<file path="config.mk">
export PLATFORM = sky130hd
export DESIGN_NAME = pool_kxk
export DESIGN_NICKNAME = d
export VERILOG_FILES = /design/src/rtl/pool_kxk.sv
export SDC_FILE = /design/constraint.sdc
export NUM_CORES = 1
export LEC_CHECK = 0
export CORE_UTILIZATION = 38
export DETAILED_ROUTE_END_ITERATION = 7
export PLACE_DENSITY_LB_ADDON = 0.15
export SLEW_MARGIN = 20
export SYNTH_ARGS = -nofsm -noshare
export SYNTH_HDL_FRONTEND = slang
export SYNTH_SLANG_ARGS = --single-unit
</file>
<file path="constraint.sdc">
create_clock -name clk -period 10.4 [get_ports clk]
set_input_delay 2.08 -clock clk [delete_from_list [all_inputs] [get_ports clk]]
set_output_delay 2.08 -clock clk [all_outputs]
set_load 0.005 [all_outputs]
</file>
<file path="src/rtl/pool_kxk.sv">
// ============================================================================
//  Module   : pool_kxk
//  Purpose  : Streaming KxK max / average pooling with stride K over a
//             raster-order frame of IN_WIDTH x IN_HEIGHT signed samples.
//             A horizontal reducer folds K consecutive samples, and a line
//             buffer of IN_WIDTH/K entries folds K such partial results
//             vertically. One registered result is issued per window.
//  Options  : POOL_AVG_EN - when defined, the average mode is built and the
//             mode input is honoured. When undefined, only max pooling
//             exists and mode is ignored.
//  Ports    : clk        - clock, rising edge
//             rst        - asynchronous active-high reset
//             clear      - synchronous frame restart (counters, accumulators)
//             in_valid   - in_data valid this cycle
//             in_data    - signed sample, row-major order
//             mode       - 0 = max, 1 = average (sampled per window group)
//             out_valid  - one-cycle pulse, out_data valid
//             out_data   - registered pooled result, held between pulses
//             frame_done - pulses with out_valid of the frame's last window
//  Revision : 1.0 - initial release
// ============================================================================
`default_nettype none

module pool_kxk #(
  parameter int BIT_WIDTH = 16,
  parameter int K         = 2,
  parameter int IN_WIDTH  = 28,
  parameter int IN_HEIGHT = 28
) (
  input  logic                        clk,
  input  logic                        rst,
  input  logic                        clear,
  input  logic                        in_valid,
  input  logic signed [BIT_WIDTH-1:0] in_data,
  input  logic                        mode,
  output logic                        out_valid,
  output logic signed [BIT_WIDTH-1:0] out_data,
  output logic                        frame_done
);

  localparam int LOG2K = $clog2(K);
`ifdef POOL_AVG_EN
  localparam int SH    = 2 * LOG2K;
  // Headroom for the sum of K*K samples.
  localparam int ACC_W = BIT_WIDTH + SH;
`else
  localparam int ACC_W = BIT_WIDTH;
`endif
  localparam int NCOL  = IN_WIDTH / K;
  localparam int NOROW = IN_HEIGHT / K;
  localparam int CW    = $clog2(IN_WIDTH);
  localparam int OW    = (NOROW > 1) ? $clog2(NOROW) : 1;
  localparam int IW    = (NCOL > 1) ? $clog2(NCOL) : 1;

  localparam logic [CW-1:0]    C_COL_LAST  = CW'(IN_WIDTH - 1);
  localparam logic [LOG2K-1:0] C_SUB_LAST  = LOG2K'(K - 1);
  localparam logic [OW-1:0]    C_OROW_LAST = OW'(NOROW - 1);

  // Position counters
  logic [CW-1:0]    col_q;
  logic [LOG2K-1:0] wrow_q;
  logic [OW-1:0]    orow_q;

  // Datapath state
  logic signed [ACC_W-1:0]     hacc_q;
  logic signed [ACC_W-1:0]     lbuf_q [NCOL];
  logic                        out_valid_q;
  logic                        frame_done_q;
  logic signed [BIT_WIDTH-1:0] out_data_q;

  // Next-state / combinational values
  logic signed [ACC_W-1:0]     ext_d;
  logic signed [ACC_W-1:0]     hacc_d;
  logic signed [ACC_W-1:0]     lbuf_d;
  logic signed [BIT_WIDTH-1:0] out_data_d;

  logic [IW-1:0] idx;
  logic          grp_first;
  logic          grp_last;
  logic          row_last;
  logic          col_last;
  logic          orow_last;
  logic          step;
  logic          complete;

`ifdef POOL_AVG_EN
  // Mode captured at the first sample of each K-sample group and used for
  // every combine in that group, including the line-buffer fold.
  logic mode_q;
`else
  logic unused_mode;
  assign unused_mode = mode;
`endif

  function automatic logic signed [ACC_W-1:0] f_max(
    input logic signed [ACC_W-1:0] a,
    input logic signed [ACC_W-1:0] b
  );
    return (a > b) ? a : b;
  endfunction

  assign idx       = IW'(col_q >> LOG2K);
  assign grp_first = (col_q[LOG2K-1:0] == '0);
  assign grp_last  = (col_q[LOG2K-1:0] == C_SUB_LAST);
  assign row_last  = (wrow_q == C_SUB_LAST);
  assign col_last  = (col_q == C_COL_LAST);
  assign orow_last = (orow_q == C_OROW_LAST);
  // clear discards a coincident sample
  assign step      = in_valid & ~clear;
  assign complete  = step & grp_last & row_last;

  always_comb begin
    ext_d  = ACC_W'(in_data);
    hacc_d = ext_d;
    if (!grp_first) begin
`ifdef POOL_AVG_EN
      hacc_d = mode_q ? (hacc_q + ext_d) : f_max(hacc_q, ext_d);
`else
      hacc_d = f_max(hacc_q, ext_d);
`endif
    end

    // Window row 0 loads the line-buffer entry, so its old contents never matter.
    lbuf_d = hacc_d;
    if (wrow_q != '0) begin
`ifdef POOL_AVG_EN
      lbuf_d = mode_q ? (lbuf_q[idx] + hacc_d) : f_max(lbuf_q[idx], hacc_d);
`else
      lbuf_d = f_max(lbuf_q[idx], hacc_d);
`endif
    end

`ifdef POOL_AVG_EN
    // Arithmetic shift floors toward negative infinity.
    out_data_d = mode_q ? BIT_WIDTH'(lbuf_d >>> SH) : BIT_WIDTH'(lbuf_d);
`else
    out_data_d = BIT_WIDTH'(lbuf_d);
`endif
  end

  always_ff @(posedge clk or posedge rst) begin
    if (rst) begin
      col_q        <= '0;
      wrow_q       <= '0;
      orow_q       <= '0;
      hacc_q       <= '0;
      out_valid_q  <= 1'b0;
      frame_done_q <= 1'b0;
      out_data_q   <= '0;
`ifdef POOL_AVG_EN
      mode_q       <= 1'b0;
`endif
    end else begin
      out_valid_q  <= complete;
      frame_done_q <= complete & col_last & orow_last;
      if (complete) begin
        out_data_q <= out_data_d;
      end

      if (clear) begin
        col_q  <= '0;
        wrow_q <= '0;
        orow_q <= '0;
        hacc_q <= '0;
      end else if (in_valid) begin
        hacc_q <= hacc_d;
`ifdef POOL_AVG_EN
        if (grp_first) begin
          mode_q <= mode;
        end
`endif
        if (col_last) begin
          col_q <= '0;
          if (row_last) begin
            wrow_q <= '0;
            orow_q <= orow_last ? '0 : (orow_q + 1'b1);
          end else begin
            wrow_q <= wrow_q + 1'b1;
          end
        end else begin
          col_q <= col_q + 1'b1;
        end
      end
    end
  end

  // Line buffer carries no reset; each entry is loaded on window row 0.
  always_ff @(posedge clk) begin
    if (clear) begin
      for (int i = 0; i < NCOL; i++) begin
        lbuf_q[i] <= '0;
      end
    end else if (in_valid && grp_last) begin
      lbuf_q[idx] <= lbuf_d;
    end
  end

  assign out_valid  = out_valid_q;
  assign frame_done = frame_done_q;
  assign out_data   = out_data_q;

endmodule

`default_nettype wire

</file>
==> flow_summary_export.csv <==
group,metric,value,unit
sta,fmax,120.0,MHz
placed_design,port_buffers,37,
logic_synthesis,synthAdderAreaFrac,2.836,%
placed_design,hpwl,25440,um
logic_synthesis,synth.area.mux_share,13.38,%
logic_synthesis,syn_nets,1082,
sta,setup_tns,0,ns
logic_synthesis,synth_xor_area_share,0.05838,%
logic_synthesis,async_flop_share,14.67,%
cts,cts_setup_buffers,0,
pwr,ir_worst_vdd,0.00008586,V
sta,relSlewSlack,25.80,%
cts,cts_buffers,35,
logic_synthesis,synth_edf_count,256,
global_route,grt-ovfl-total,0,
layout,multi_input_area,5553,um2
floorplanning,start_util,38.64,%
cts,clockBufferDepth,3,
setup_path,cp-start-kind,"input pin",
global_route,grt_max_degree,47,
sta,min_period_over_period,80.10,%
cts,path_clk_slew,0.06,ns
route,vias_per_cell,5.733,
setup_path,required,10.64,ns
floorplanning,die_w,200.7,um
layout,drive_gt1_share,27.00,%
setup_path,worstSetupPathType,"in -> reg",
route,drt_iter0_markers,869,
logic_synthesis,synth_area_leaders,"edfxtp_1 51%, mux4_2 12%, dfrtp_1 7.3%",
layout,fillCellCount,3520,
route,wl,41400,um
route,vias,9127,
sta,rsz0062_at_grt,"no",
route,drt_first_pass_iters,6,
logic_synthesis,yosysSeqAreaShare,58.58,%
cts,ctsResizeCount,0,
floorplanning,rows,72,
global_route,grt_pass1_vias,9286,
global_route,grt_pass1_wl,61830,um
run,drv_cap,0,
sta,maxSlewViolCount,0,
sta,final_hold_viol_count,0,
setup_path,worstPathArrival,8.57,ns
pwr,p_per_area,164.6,nW/um2
sta,worst-slew-pin-transition,1.113,ns
logic_synthesis,synth_warnings,0,
logic_synthesis,synth_compound_area_share,13.70,%
pwr,leakagePower,5.802,nW
global_route,antenna_found_initial,0,
sta,period_minus_slack,8.330,ns
floorplanning,die_area,40280,um2
layout,final_nets,1106,
setup_path,r2r_start,"hacc_q[15]",
cts,cts_max_level,2,
logic_synthesis,yosys.area.top_type,"edfxtp_1",
sta,clock_skew,0.01495,ns
sta,fin_hold_ws,0.5106,ns
sta,setup_viol,0,
logic_synthesis,syn_area,15000,um2
setup_path,end_kind,"flop",
logic_synthesis,synth_top_family_by_area,"compound AO/OA/AOI/OAI gates",
floorplanning,top_level_ports,39,
route,drcViolationCount,0,
status,status,"finished, final reports clean",
logic_synthesis,synth-seq-cells,300,
route,wl_per_cell,26.00,um
global_route,grt_use_total,20.95,%
min_path,holdCritPathClass,"reg -> reg",
cts,cts_num_sinks,300,
logic_synthesis,synthSimpleGateAreaFrac,6.947,%
cts,cts_hold_buf,0,
layout,register_area,8796,um2
placed_design,place_congestion,0.7898,
route,ant_nets,0,
floorplanning,die_h,200.7,um
logic_synthesis,synth_top_area_share,51.24,%
layout,syn_to_final_growth,11.64,%
cts,root_buffer,"clkbuf_16",
min_path,hold_start,"out_data[2]",
logic_synthesis,postSynthAreaPerCell,14.61,um2
cts,tritoncts,"done",
setup_path,worst-path-max-fanout,30,
logic_synthesis,synth_flop_cell,"edfxtp_1",
setup_path,crit_start,"in_data[15]",
logic_synthesis,synth.most_common_cell,"edfxtp_1",
setup_path,r2r_cells,16,
logic_synthesis,synthTopCellsByCount,"256 x edfxtp_1, 123 x a21oi_1, 90 x a21oi_2",
logic_synthesis,synth_cell_types,52,
logic_synthesis,syn_inst,1027,
cts,clock_latency,0.54,ns
min_path,whs_path_depth,1,
layout,n_antenna_cell,0,
floorplanning,core,38830,um2
worst max-delay path, cell delays in order:
cell and delay [ns]:
clkdlybuf4s50_1 0.48, inv_1 0.05, ha_1 0.37, nand4_1 0.23, nor2_1 0.08, a311oi_1 0.57, nand3_1 0.29, mux2i_2 0.47
buf_4 0.33, mux2i_1 0.38, ha_1 0.23, nand4_1 0.18, nor4_1 0.59, o21a_1 0.21, o21a_1 0.14, o31a_2 0.89
and3_1 0.84, nor3_1 0.14
registers in the layout (all words and copies together), names as in the netlist:
register    cells
lbuf_q        256
frame_done      1
out_data       16
out_valid       1
orow_q          4
col_q           5
row_last        1
hacc_q         16
logic make-up after synthesis:
group           count (synthesis)
simple gates                  193
fa+ha+maj                      34
flops                         300
mux                           100
compound gates                288
xor+xnor                        1
buf+inv                       111
layout make-up:
class / count / share of cell area (%)
clock inverter: 12 / 0.5453
tap: 518 / 3.870
timing repair buffer: 73 / 3.825
clock buffer: 48 / 5.521
sequential: 300 / 52.52
multi-input combinational: 616 / 33.15
inverter: 25 / 0.5678
final timing paths:
path / end / slack, ns
worst max-delay path: lbuf_q[10][0] / 2.07
worst min-delay path: out_data[2] / 0.51
worst max register to register: lbuf_q[10][0] / 3.76
worst min register to register: out_data[2] / 0.51
max in group asynchronous: col_q[1] / 7.83
min in group asynchronous: frame_done / 2.01
routing by layer:
layer  global-route usage, %  up-vias  part of all wire, %
met3                   2.760       64                  5.3
met2                   36.25      281                   51
met4                   5.344        0                  2.0
li1                        -     4054                    -
met5                       0        -                    0
met1                   27.80     4728                   42
stage by stage:
stage	setup slack [ns]	util (%)	instance area, um2	std cells	total power, W
2_1_floorplan	3.861	-	15000	1027	0.001569
3_3_place_gp	1.494	40.52	15730	1532	0.001642
3_5_place_dp	1.446	40.52	15730	1532	0.001645
4_1_cts	1.975	43.13	16750	1592	0.002778
5_1_grt	1.601	43.14	16750	1592	0.002847
6_report	2.070	43.14	16750	1592	0.002757
cells in the final DEF (no fill, tap or decap), types with 7 or more instances in the layout:
master and instances:
a211oi_1 17, a21o_1 7, a21o_4 14, a21oi_1 123, a21oi_2 90, a31oi_1 14
buf_4 36, clkbuf_1 13, clkbuf_16 35, clkdlybuf4s50_1 37, dfrtp_1 42, edfxtp_1 256
ha_1 34, inv_1 24, mux2i_1 18, mux4_2 80, nand2_1 39, nand2b_1 17
nand3_1 11, nand3_2 8, nor2_1 60, nor3_1 19
where the power goes:
part	switching, W	leakage, nW	internal (W)
clock network	0.000493	0.496	0.000648
registers	0.0000198	3.19	0.00134
logic	0.000162	2.11	0.0000922
Note: power is estimated with default switching activity, not from simulation.
